**src/rtl/ritc_vcdl_scan_pkg.sv**
```systemverilog
// ---------------------------------------------------------------------------
// ritc_vcdl_scan_pkg
// Shared definitions for the RITC VCDL phase scanner:
//   TAP_W / NTAPS  - IDELAY tap address width and tap count
//   scan_state_e   - scanner FSM state encoding
//   cnt_w_calc()   - width of a counter that must hold 0..sample_cycles
// ---------------------------------------------------------------------------
package ritc_vcdl_scan_pkg;

    localparam int TAP_W = 5;
    localparam int NTAPS = 32;

    typedef enum logic [2:0] {
        ST_IDLE    = 3'd0,
        ST_LOAD    = 3'd1,
        ST_SETTLE  = 3'd2,
        ST_SAMPLE  = 3'd3,
        ST_EVAL    = 3'd4,
        ST_RESTORE = 3'd5,
        ST_DONE    = 3'd6
    } scan_state_e;

    // A full window of ones must fit without saturating.
    function automatic int cnt_w_calc(input int sample_cycles);
        return $clog2(sample_cycles + 1);
    endfunction

endpackage

```
**src/rtl/ritc_vcdl_scan_hist_ram.sv**
```systemverilog
// ---------------------------------------------------------------------------
// ritc_vcdl_scan_hist_ram
// Simple dual-port RAM holding one sample count per IDELAY tap.
// One synchronous write port, one read port with a registered output
// (data appears one cycle after the address), so it maps onto block RAM.
// Ports:
//   clk_i    - clock
//   we_i     - write enable
//   waddr_i  - write address
//   wdata_i  - write data
//   raddr_i  - read address
//   rdata_o  - registered read data
// ---------------------------------------------------------------------------
module ritc_vcdl_scan_hist_ram #(
    parameter int ADDR_W = 5,
    parameter int DATA_W = 9
) (
    input  logic              clk_i,
    input  logic              we_i,
    input  logic [ADDR_W-1:0] waddr_i,
    input  logic [DATA_W-1:0] wdata_i,
    input  logic [ADDR_W-1:0] raddr_i,
    output logic [DATA_W-1:0] rdata_o
);

    logic [DATA_W-1:0] mem_q [2**ADDR_W];
    logic [DATA_W-1:0] rdata_q;

    // No reset on the array or read register: keeps the block RAM inference
    // intact; contents are only meaningful after a scan has written them.
    always_ff @(posedge clk_i) begin
        if (we_i) begin
            mem_q[waddr_i] <= wdata_i;
        end
        rdata_q <= mem_q[raddr_i];
    end

    assign rdata_o = rdata_q;

endmodule

```
**src/rtl/ritc_vcdl_phase_scanner.sv**
```systemverilog
// ---------------------------------------------------------------------------
// ritc_vcdl_phase_scanner
// Sweeps all 32 IDELAY taps on the VCDL sync copy, counts high samples of
// the returned signal per tap, reports the first tap whose count departs
// from the tap-0 baseline by more than THRESH, and finally reloads the
// IDELAY with that tap (or tap 0 when no edge was seen).
//
// Optional feature macro: RITC_VCDL_SCAN_HIST_EN
//   defined   - per-tap counts stored in a 32-entry RAM, read via hist_*
//   undefined - no RAM; hist_data_o tied to 0, hist_addr_i unused
//
// Ports:
//   CLK              - system clock (shared with the VCDL generator)
//   rst_n_i          - synchronous active-low reset
//   idelayctrl_rdy_i - IDELAYCTRL ready; dropping it aborts a scan
//   start_i          - single-cycle scan request (IDLE and ready only)
//   vcdl_sync_i      - delayed VCDL sync from the IDELAY
//   delay_o          - tap value to the IDELAY
//   load_delay_o     - one-cycle IDELAY load strobe
//   busy_o           - scan in progress
//   done_o           - one-cycle completion pulse
//   err_o            - sticky abort flag, cleared by the next accepted start
//   edge_found_o     - edge detected in the last scan
//   edge_tap_o       - detected edge tap (0 when none)
//   ref_count_o      - tap-0 sample count
//   hist_addr_i      - histogram read address
//   hist_data_o      - histogram read data (one cycle latency)
// ---------------------------------------------------------------------------
module ritc_vcdl_phase_scanner
    import ritc_vcdl_scan_pkg::*;
#(
    parameter  int SETTLE_CYCLES = 8,
    parameter  int SAMPLE_CYCLES = 256,
    parameter  int THRESH        = 16,
    localparam int CNT_W         = cnt_w_calc(SAMPLE_CYCLES)
) (
    input  logic             CLK,
    input  logic             rst_n_i,
    input  logic             idelayctrl_rdy_i,
    input  logic             start_i,
    input  logic             vcdl_sync_i,
    output logic [TAP_W-1:0] delay_o,
    output logic             load_delay_o,
    output logic             busy_o,
    output logic             done_o,
    output logic             err_o,
    output logic             edge_found_o,
    output logic [TAP_W-1:0] edge_tap_o,
    output logic [CNT_W-1:0] ref_count_o,
    input  logic [TAP_W-1:0] hist_addr_i,
    output logic [CNT_W-1:0] hist_data_o
);

    // Phase counter shared by SETTLE and SAMPLE; sized for the longer one.
    localparam int PH_MAX = (SETTLE_CYCLES > SAMPLE_CYCLES) ? SETTLE_CYCLES : SAMPLE_CYCLES;
    localparam int PH_W   = $clog2(PH_MAX + 1);
    localparam logic [PH_W-1:0]  SETTLE_LAST = PH_W'(SETTLE_CYCLES - 1);
    localparam logic [PH_W-1:0]  SAMPLE_LAST = PH_W'(SAMPLE_CYCLES - 1);
    localparam logic [TAP_W-1:0] LAST_TAP    = TAP_W'(NTAPS - 1);

    scan_state_e      state_q, state_d;
    logic [TAP_W-1:0] tap_q, tap_d;
    logic [PH_W-1:0]  ph_q, ph_d;
    logic [CNT_W-1:0] cnt_q, cnt_d;
    logic [CNT_W-1:0] ref_q, ref_d;
    logic             edge_found_q, edge_found_d;
    logic [TAP_W-1:0] edge_tap_q, edge_tap_d;
    logic [TAP_W-1:0] delay_q, delay_d;
    logic             load_q, load_d;
    logic             err_q, err_d;
    logic             busy_q;
    logic             done_q;
    logic             sync_q;

    // Signed difference one bit wider than the counts, then its magnitude.
    logic signed [CNT_W:0] diff;
    logic        [CNT_W:0] diff_mag;
    logic                  over_thresh;

    assign diff        = $signed({1'b0, cnt_q}) - $signed({1'b0, ref_q});
    assign diff_mag    = diff[CNT_W] ? $unsigned(-diff) : $unsigned(diff);
    assign over_thresh = (int'(diff_mag) > THRESH);

    always_comb begin
        state_d      = state_q;
        tap_d        = tap_q;
        ph_d         = ph_q;
        cnt_d        = cnt_q;
        ref_d        = ref_q;
        edge_found_d = edge_found_q;
        edge_tap_d   = edge_tap_q;
        delay_d      = delay_q;
        load_d       = 1'b0;
        err_d        = err_q;

        case (state_q)
            ST_IDLE: begin
                if (start_i && idelayctrl_rdy_i) begin
                    state_d      = ST_LOAD;
                    tap_d        = '0;
                    err_d        = 1'b0;
                    edge_found_d = 1'b0;
                    edge_tap_d   = '0;
                    // Strobe and tap are registered so they are presented
                    // during the LOAD cycle itself.
                    delay_d      = '0;
                    load_d       = 1'b1;
                end
            end
            ST_LOAD: begin
                state_d = ST_SETTLE;
                ph_d    = '0;
            end
            ST_SETTLE: begin
                if (ph_q == SETTLE_LAST) begin
                    state_d = ST_SAMPLE;
                    ph_d    = '0;
                    cnt_d   = '0;
                end else begin
                    ph_d = ph_q + 1'b1;
                end
            end
            ST_SAMPLE: begin
                cnt_d = cnt_q + CNT_W'(sync_q);
                if (ph_q == SAMPLE_LAST) begin
                    state_d = ST_EVAL;
                end else begin
                    ph_d = ph_q + 1'b1;
                end
            end
            ST_EVAL: begin
                if (tap_q == '0) begin
                    ref_d = cnt_q;
                end else if (!edge_found_q && over_thresh) begin
                    edge_found_d = 1'b1;
                    edge_tap_d   = tap_q;
                end
                load_d = 1'b1;
                if (tap_q == LAST_TAP) begin
                    // Uses the _d values so an edge found at the last tap
                    // is the one restored.
                    state_d = ST_RESTORE;
                    delay_d = edge_found_d ? edge_tap_d : '0;
                end else begin
                    state_d = ST_LOAD;
                    tap_d   = tap_q + 1'b1;
                    delay_d = tap_q + 1'b1;
                end
            end
            ST_RESTORE: begin
                state_d = ST_DONE;
            end
            ST_DONE: begin
                state_d = ST_IDLE;
            end
            default: begin
                state_d = ST_IDLE;
            end
        endcase

        // Losing IDELAYCTRL ready invalidates everything measured so far.
        if (state_q != ST_IDLE && !idelayctrl_rdy_i) begin
            state_d      = ST_IDLE;
            err_d        = 1'b1;
            load_d       = 1'b0;
            delay_d      = delay_q;
            edge_found_d = 1'b0;
            edge_tap_d   = '0;
        end
    end

    always_ff @(posedge CLK) begin
        if (!rst_n_i) begin
            state_q      <= ST_IDLE;
            tap_q        <= '0;
            ph_q         <= '0;
            cnt_q        <= '0;
            ref_q        <= '0;
            edge_found_q <= 1'b0;
            edge_tap_q   <= '0;
            delay_q      <= '0;
            load_q       <= 1'b0;
            err_q        <= 1'b0;
            busy_q       <= 1'b0;
            done_q       <= 1'b0;
            sync_q       <= 1'b0;
        end else begin
            state_q      <= state_d;
            tap_q        <= tap_d;
            ph_q         <= ph_d;
            cnt_q        <= cnt_d;
            ref_q        <= ref_d;
            edge_found_q <= edge_found_d;
            edge_tap_q   <= edge_tap_d;
            delay_q      <= delay_d;
            load_q       <= load_d;
            err_q        <= err_d;
            busy_q       <= (state_d != ST_IDLE);
            done_q       <= (state_d == ST_DONE);
            sync_q       <= vcdl_sync_i;
        end
    end

    assign delay_o      = delay_q;
    assign load_delay_o = load_q;
    assign busy_o       = busy_q;
    assign done_o       = done_q;
    assign err_o        = err_q;
    assign edge_found_o = edge_found_q;
    assign edge_tap_o   = edge_tap_q;
    assign ref_count_o  = ref_q;

`ifdef RITC_VCDL_SCAN_HIST_EN
    ritc_vcdl_scan_hist_ram #(
        .ADDR_W (TAP_W),
        .DATA_W (CNT_W)
    ) u_hist_ram (
        .clk_i   (CLK),
        .we_i    (state_q == ST_EVAL),
        .waddr_i (tap_q),
        .wdata_i (cnt_q),
        .raddr_i (hist_addr_i),
        .rdata_o (hist_data_o)
    );
`else
    logic unused_hist_addr;
    assign unused_hist_addr = ^hist_addr_i;
    assign hist_data_o      = '0;
`endif

endmodule

```
**config.mk**
```make
export PLATFORM = sky130hd
export DESIGN_NAME = ritc_vcdl_phase_scanner
export DESIGN_NICKNAME = d
export VERILOG_FILES = /design/src/rtl/ritc_vcdl_scan_pkg.sv /design/src/rtl/ritc_vcdl_scan_hist_ram.sv /design/src/rtl/ritc_vcdl_phase_scanner.sv
export SDC_FILE = /design/constraint.sdc
export NUM_CORES = 1
export LEC_CHECK = 0
export BUFFER_PORTS_ARGS = -buffer_cell sky130_fd_sc_hd__buf_2
export CORE_UTILIZATION = 52
export DETAILED_ROUTE_END_ITERATION = 10
export GPL_TIMING_DRIVEN = 0
export PLACE_DENSITY = 0.83
export SETUP_SLACK_MARGIN = 0.02
export SLEW_MARGIN = 25
export SYNTH_ARGS = -nofsm -noshare
export SYNTH_HDL_FRONTEND = slang
export SYNTH_SLANG_ARGS = --single-unit
export TNS_END_PERCENT = 10
```
**constraint.sdc**
```tcl
create_clock -name CLK -period 2.9 [get_ports CLK]
set_input_delay 0.29 -clock CLK [delete_from_list [all_inputs] [get_ports CLK]]
set_output_delay 0.29 -clock CLK [all_outputs]
set_load 0.005 [all_outputs]
```
==> run_results.csv, run 1 <==
group,metric,value,unit
worst_setup_path,cp_cell_sequence,"inv_2 > ha_4 > inv_2 > fa_2 > a211o_1 > o211ai_1 > nand2_2 > a21boi_1 > a311oi_2 > a211oi_2 > a31o_2 > or4_4 > a21oi_2",
cells_and_area,drive_gt1_share,19.6,%
timing,min_period_over_period,104,%
outcome,status,"complete, but fails checks",
synthesis,syn_inst,404,
detailed_routing,via_per_inst,5.84,
clock_network,cts_buffers,5,
synthesis,synth_top_area_share,32.5,%
worst_setup_path,cp_common_cell,"inv_2",
global_route,grt_antenna_before_repair,0,
detailed_routing,drtAntennaViolNets,0,
worst_setup_path,required,3.13,ns
synthesis,ys_top_cells_by_area,"dfxtp_1, ha_1, nand2_1",
timing,rsz0062_at_grt,"yes",
timing,setup-violations-final,3,
clock_network,clockBufferDepth,2,
synthesis,synthMostInstantiatedCell,"dfxtp_1",
cells_and_area,insertedDiodeCount,0,
synthesis,synth.avg_cell_area,7.78,µm²
flow_run,cap_violations,0,
timing,worst_pin_slew,0.913,ns
timing,slew-limit-headroom,38.6,%
timing,final.min_clock_period,3.02,ns
outcome,violations,"negative setup slack",
cells_and_area,num-nets-final,480,
clock_network,clk-insertion-delay-late,0.30,ns
clock_network,cts-root-buf,"clkbuf_8",
worst_setup_path,r2r_setup_slack,-0.12,ns
placement,placed_cells,511,
clock_network,clkTransAtPathRegs,0.10,ns
floorplanning,num_io_pins,43,
synthesis,synth_area,3140,µm²
floorplanning,die_y,79.8,µm
worst_setup_path,slowest_stage,"or4_4",
clock_network,cts_hold_buf,0,
clock_network,cts_tree,"done",
worst_setup_path,end_kind,"register",
global_route,gr-total-overflow,0,
clock_network,clock-sinks,51,
worst_hold_path,hp-class,"primary input to register",
power_and_ir_drop,p_per_area,329,nW/µm²
global_route,first_global_vias,2878,
worst_setup_path,crit_path_max_fanout,6,
global_route,grt_pass1_wl,12.9,mm
worst_setup_path,cp_num_buf_inv,2,
synthesis,ys_warn_count,0,
placement,dp_slack,-0.244,ns
floorplanning,dieArea,6360,µm²
worst_setup_path,crit_family,"compound AO/OA/AOI/OAI gates",
power_and_ir_drop,power.leakage,1.48,nW
synthesis,yosysSeqAreaShare,32.5,%
timing,clock_skew,0.00575,ns
global_route,grt_max_degree,17,
global_route,grtUsageTotal,25.5,%
synthesis,async_reset_ff_share,0,%
synthesis,post-synth-top-area-cell,"dfxtp_1",
worst_setup_path,start_kind,"register",
timing,slew_violations,0,
detailed_routing,drt_iter0_drc,175,
timing,fmax,331,MHz
clock_network,htreeDepth,2,
worst_setup_path,critPathMaxStageDelay,0.41,ns
detailed_routing,drt-wirelength-per-cell,14.4,µm
detailed_routing,vias,3068,
cells_and_area,finalNonFillerCells,525,
power_and_ir_drop,ir_drop,0.000315,V
cells_and_area,area_growth,17.3,%
timing,setup_ws,-0.118,ns
worst_setup_path,cp_data_arrival_time,3.25,ns
placement,gp_congestion,0.891,
floorplanning,floorplan.rows,27,
placement,portBuffers,27,
detailed_routing,wirelength,7.58,mm
floorplanning,start_util,55.4,%
worst_setup_path,path_class,"register to register",
detailed_routing,drc,0,
floorplanning,coreArea,5680,µm²
synthesis,synth_common_cells,"dfxtp_1, nand2_1, nor2_1",
synthesis,synth_edf_count,0,
synthesis,ys_ff_latch,51,
synthesis,synth_flop_cell,"dfxtp_1",
floorplanning,fp.dieW,79.8,µm
detailed_routing,dr.pass1.iters,5,
synthesis,synth_cell_types,58,
timing,finalHoldViolations,0,
placement,dpl.hpwl,5.44,mm
[layout by cell type (no fill, tap or decap), types with 5 or more instances in the layout]
cell type	netlist	final
o21ai_0	18	18
and3_1	5	5
o211ai_1	5	5
nor2_1	40	39
mux2i_1	7	7
clkbuf_1	13	12
nand3_1	21	21
a21o_1	7	7
nand2_1	48	47
buf_2	0	27
conb_1	1	9
buf_4	9	16
clkbuf_8	0	6
xor2_1	5	5
dfxtp_1	51	44
a21oi_1	30	26
inv_1	25	23
xnor2_1	9	8
nor3_1	12	12
dfxtp_2	0	6
ha_1	17	13
a22oi_1	5	5
[metal layers]
metal | part of all wire (%) | vias up | global-route usage [%]
met5 | 0 | - | 0
met4 | 0.90 | 0 | 6.43
met3 | 5.2 | 11 | 4.69
met2 | 49 | 95 | 44.8
met1 | 45 | 1430 | 31.8
li1 | - | 1532 | -
[cells by family (layout without fill, tap and decap cells)]
kind of cell	count (synthesis)	in the layout	synth area share [%]
xor gates and xnor gates	14	14	3.90
DFF	51	51	32.5
AOI/OAI and AO/OA	105	105	22.9
muxes	7	7	2.23
other	1	9	0.119
buffers and inverters	50	91	7.08
and+or+nand+nor	158	158	23.9
adders and majority gates	18	18	7.40
[state kept, by name, indices dropped and copies added (netlist names), 3 cells and up]
register,cells
cnt_q,9
delay_o,5
edge_tap_o,5
ph_q,9
ref_count_o,9
state_q,3
tap_q,5
[cell type report]
cell class | count | area [µm²]
fillers | 487 | 1990
repair buffers | 34 | 188
inverters | 26 | 98.8
clock inverters | 2 | 13.8
well taps | 72 | 90.1
flip-flops and latches | 51 | 1030
clock buffers | 6 | 82.6
multi-input cells | 311 | 2060
plain buffers | 23 | 120
[through the flow]
step                      setup TNS, ns  power [mW]  hold slack [ns]  instance area, µm²  util, %
after floorplan                       0       0.771            0.417                3200        -
after global placement            -1.38       0.791            0.460                3420     60.3
after detailed placement          -1.67       0.792            0.460                3420     60.3
after CTS                       -0.0605        1.22            0.195                3650     64.4
after global routing              -1.57        1.26            0.181                3690     65.0
final                            -0.218        1.21            0.190                3690     65.0
[final timing paths]
path                                    start                           to  cells past startpoint
setup reg to reg        cnt_q[0]$_SDFFE_PN0P_      delay_o[0]$_SDFFE_PN0P_                     13
hold / removal                    vcdl_sync_i            sync_q$_SDFF_PN0_                      2
setup / recovery        cnt_q[0]$_SDFFE_PN0P_      delay_o[0]$_SDFFE_PN0P_                     13
hold reg to reg   ref_count_o[2]$_SDFFE_PN0P_  ref_count_o[2]$_SDFFE_PN0P_                      2
[power breakdown]
part / switching (mW) / internal (mW) / leakage, nW
Clock: 0.243 / 0.196 / 0.0516
Sequential: 0.00151 / 0.704 / 0.415
Combinational: 0.0478 / 0.0230 / 1.02
[what timing repair did]
item                                   4_1_cts  5_1_grt
setup buffers                                5        2
setup endpoints to repair                   10       11
cloned                                       0        0
pin swaps                                    8        2
resized for setup                           22        5
endpoints found under the hold margin        0        0
Note: power is estimated with default switching activity, not from simulation.
==> inputs of run 2 (changes only) <==
--- a/config.mk
+++ b/config.mk
@@ -6,11 +6,13 @@
 export NUM_CORES = 1
 export LEC_CHECK = 0
 export BUFFER_PORTS_ARGS = -buffer_cell sky130_fd_sc_hd__buf_2
-export CORE_UTILIZATION = 52
+export CORE_UTILIZATION = 54
+export CTS_BUF_LIST = sky130_fd_sc_hd__clkbuf_8
 export DETAILED_ROUTE_END_ITERATION = 10
 export GPL_TIMING_DRIVEN = 0
-export PLACE_DENSITY = 0.83
+export PLACE_DENSITY = 0.86
 export SETUP_SLACK_MARGIN = 0.02
+export SKIP_CTS_REPAIR_TIMING = 1
 export SLEW_MARGIN = 25
 export SYNTH_ARGS = -nofsm -noshare
 export SYNTH_HDL_FRONTEND = slang
==> run_results.csv, run 2 (same netlist as run 1, synthesis figures left out) <==
group,metric,value,unit
detailed_routing,via_per_inst,6.05,
detailed_routing,drtAntennaViolNets,0,
worst_setup_path,path_class,"register to register",
global_route,first_global_vias,2812,
worst_setup_path,required,3.14,ns
power_and_ir_drop,power.leakage,1.48,nW
timing,min_period_over_period,107,%
floorplanning,start_util,56.4,%
timing,setup_ws,-0.205,ns
floorplanning,floorplan.rows,27,
cells_and_area,nFillCells,479,
placement,dp_slack,-0.356,ns
cells_and_area,layout_common_cells,"nand2_1, dfxtp_1, nor2_1, a21oi_1, buf_2",
cells_and_area,num-nets-final,477,
detailed_routing,wirelength,7.79,mm
outcome,status,"complete, but fails checks",
timing,setup-violations-final,10,
detailed_routing,drt_iter0_drc,207,
worst_setup_path,slowest_stage,"or4_1",
cells_and_area,fin_area,3650,µm²
floorplanning,num_io_pins,43,
worst_hold_path,hp-class,"primary input to register",
worst_setup_path,crit_path_max_fanout,7,
worst_setup_path,start_kind,"register",
timing,finalHoldViolations,0,
clock_network,htreeDepth,2,
power_and_ir_drop,ir_drop,0.000420,V
timing,fin_setup_tns,-1.24,ns
worst_setup_path,r2r_cells,13,
worst_setup_path,cp_data_arrival_time,3.35,ns
worst_hold_path,hold_path_depth,2,
floorplanning,dieArea,6130,µm²
cells_and_area,area_growth,16.2,%
timing,slew_violations,0,
worst_setup_path,cp_common_cell,"inv_2",
detailed_routing,vias,3158,
timing,clock_skew,0.0124,ns
cells_and_area,insertedDiodeCount,0,
global_route,grt_antenna_before_repair,0,
clock_network,clk-insertion-delay-late,0.31,ns
clock_network,cts_buffers,5,
cells_and_area,final_common_cell,"nand2_1",
floorplanning,coreArea,5570,µm²
timing,final.min_clock_period,3.10,ns
detailed_routing,drc,0,
timing,worst_pin_slew,0.979,ns
worst_setup_path,critPathMaxStageDelay,0.40,ns
worst_setup_path,startpoint,"cnt_q[0]$_SDFFE_PN0P_",
worst_setup_path,cp_cell_sequence,"inv_2 > ha_4 > inv_2 > fa_2 > a211o_1 > o211ai_1 > nand2_2 > nand3b_1 > nor4_2 > a311o_1 > a31o_4 > or4_1 > a21oi_1",
placement,dpl.hpwl,5.57,mm
global_route,grtUsageTotal,25.3,%
timing,rsz0062_at_grt,"yes",
clock_network,clkTransAtPathRegs,0.09,ns
placement,portBuffers,27,
timing,hold_slack,0.220,ns
placement,place_area,3420,µm²
floorplanning,die_y,78.3,µm
power_and_ir_drop,p_per_area,320,nW/µm²
global_route,grt_pass1_wl,12.5,mm
clock_network,clock-sinks,51,
clock_network,cts-root-buf,"clkbuf_8",
timing,slew-limit-headroom,34.1,%
timing,fmax,322,MHz
detailed_routing,drt-wirelength-per-cell,14.9,µm
detailed_routing,dr.pass1.iters,5,
worst_setup_path,rr_startpoint,"cnt_q[0]$_SDFFE_PN0P_",
power_and_ir_drop,finalPower,1.17,mW
floorplanning,fp.dieW,78.3,µm
global_route,grt_max_degree,16,
placement,gp_congestion,0.891,
flow_run,cap_violations,0,
clock_network,cts_tree,"done",
worst_setup_path,end_kind,"register",
cells_and_area,drive_gt1_share,19.1,%
clock_network,clockBufferDepth,2,
worst_hold_path,worstHoldStart,"vcdl_sync_i",
outcome,violations,"negative setup slack",
global_route,gr-total-overflow,0,
run 2: stage by stage:
stage / utilization (%) / instances
6_report: 65.6 / 522
3_3_place_gp: 61.4 / 511
5_1_grt: 65.6 / 522
4_1_cts: 62.9 / 519
3_5_place_dp: 61.4 / 511
2_1_floorplan: - / 412
run 2: critical path, delay by kind of cell, from the launching register on:
kind | cells | cell delay (ns)
AO/OA/AOI/OAI | 5 | 1.21
adder cells (fa/ha/maj) | 2 | 0.49
flip-flops | 1 | 0.37
AND/OR/NAND/NOR | 4 | 0.87
buffers and inverters | 2 | 0.09
run 2: power breakdown:
| part | leakage (nW) | total (mW) | switching, mW | internal, mW |
|---|---|---|---|---|
| Combinational | 1.01 | 0.0693 | 0.0463 | 0.0230 |
| Sequential | 0.415 | 0.705 | 0.00164 | 0.704 |
| Clock | 0.0453 | 0.397 | 0.231 | 0.165 |
run 2: layer usage:
layer	wire [µm]	track usage (%)
met5	0	0
met4	196	11.7
met3	479	4.42
met2	3710	41.6
met1	3400	32.2
run 2: worst paths after layout:
check                                 to  slack, ns
max              delay_o[0]$_SDFFE_PN0P_      -0.20
min                    sync_q$_SDFF_PN0_       0.22
max reg2reg      delay_o[0]$_SDFFE_PN0P_      -0.20
min reg2reg  ref_count_o[2]$_SDFFE_PN0P_       0.48
run 2: layout make-up:
| type | instances | area [µm²] | share of cell area, % |
|---|---|---|---|
| clock buffers | 5 | 68.8 | 1.88 |
| well taps | 72 | 90.1 | 2.46 |
| clock inverters | 3 | 16.3 | 0.445 |
| multi-input cells | 311 | 2060 | 56.5 |
| inverters | 26 | 98.8 | 2.70 |
| flip-flops and latches | 51 | 1030 | 28.2 |
| repair buffers | 31 | 165 | 4.52 |
| plain buffers | 23 | 120 | 3.29 |
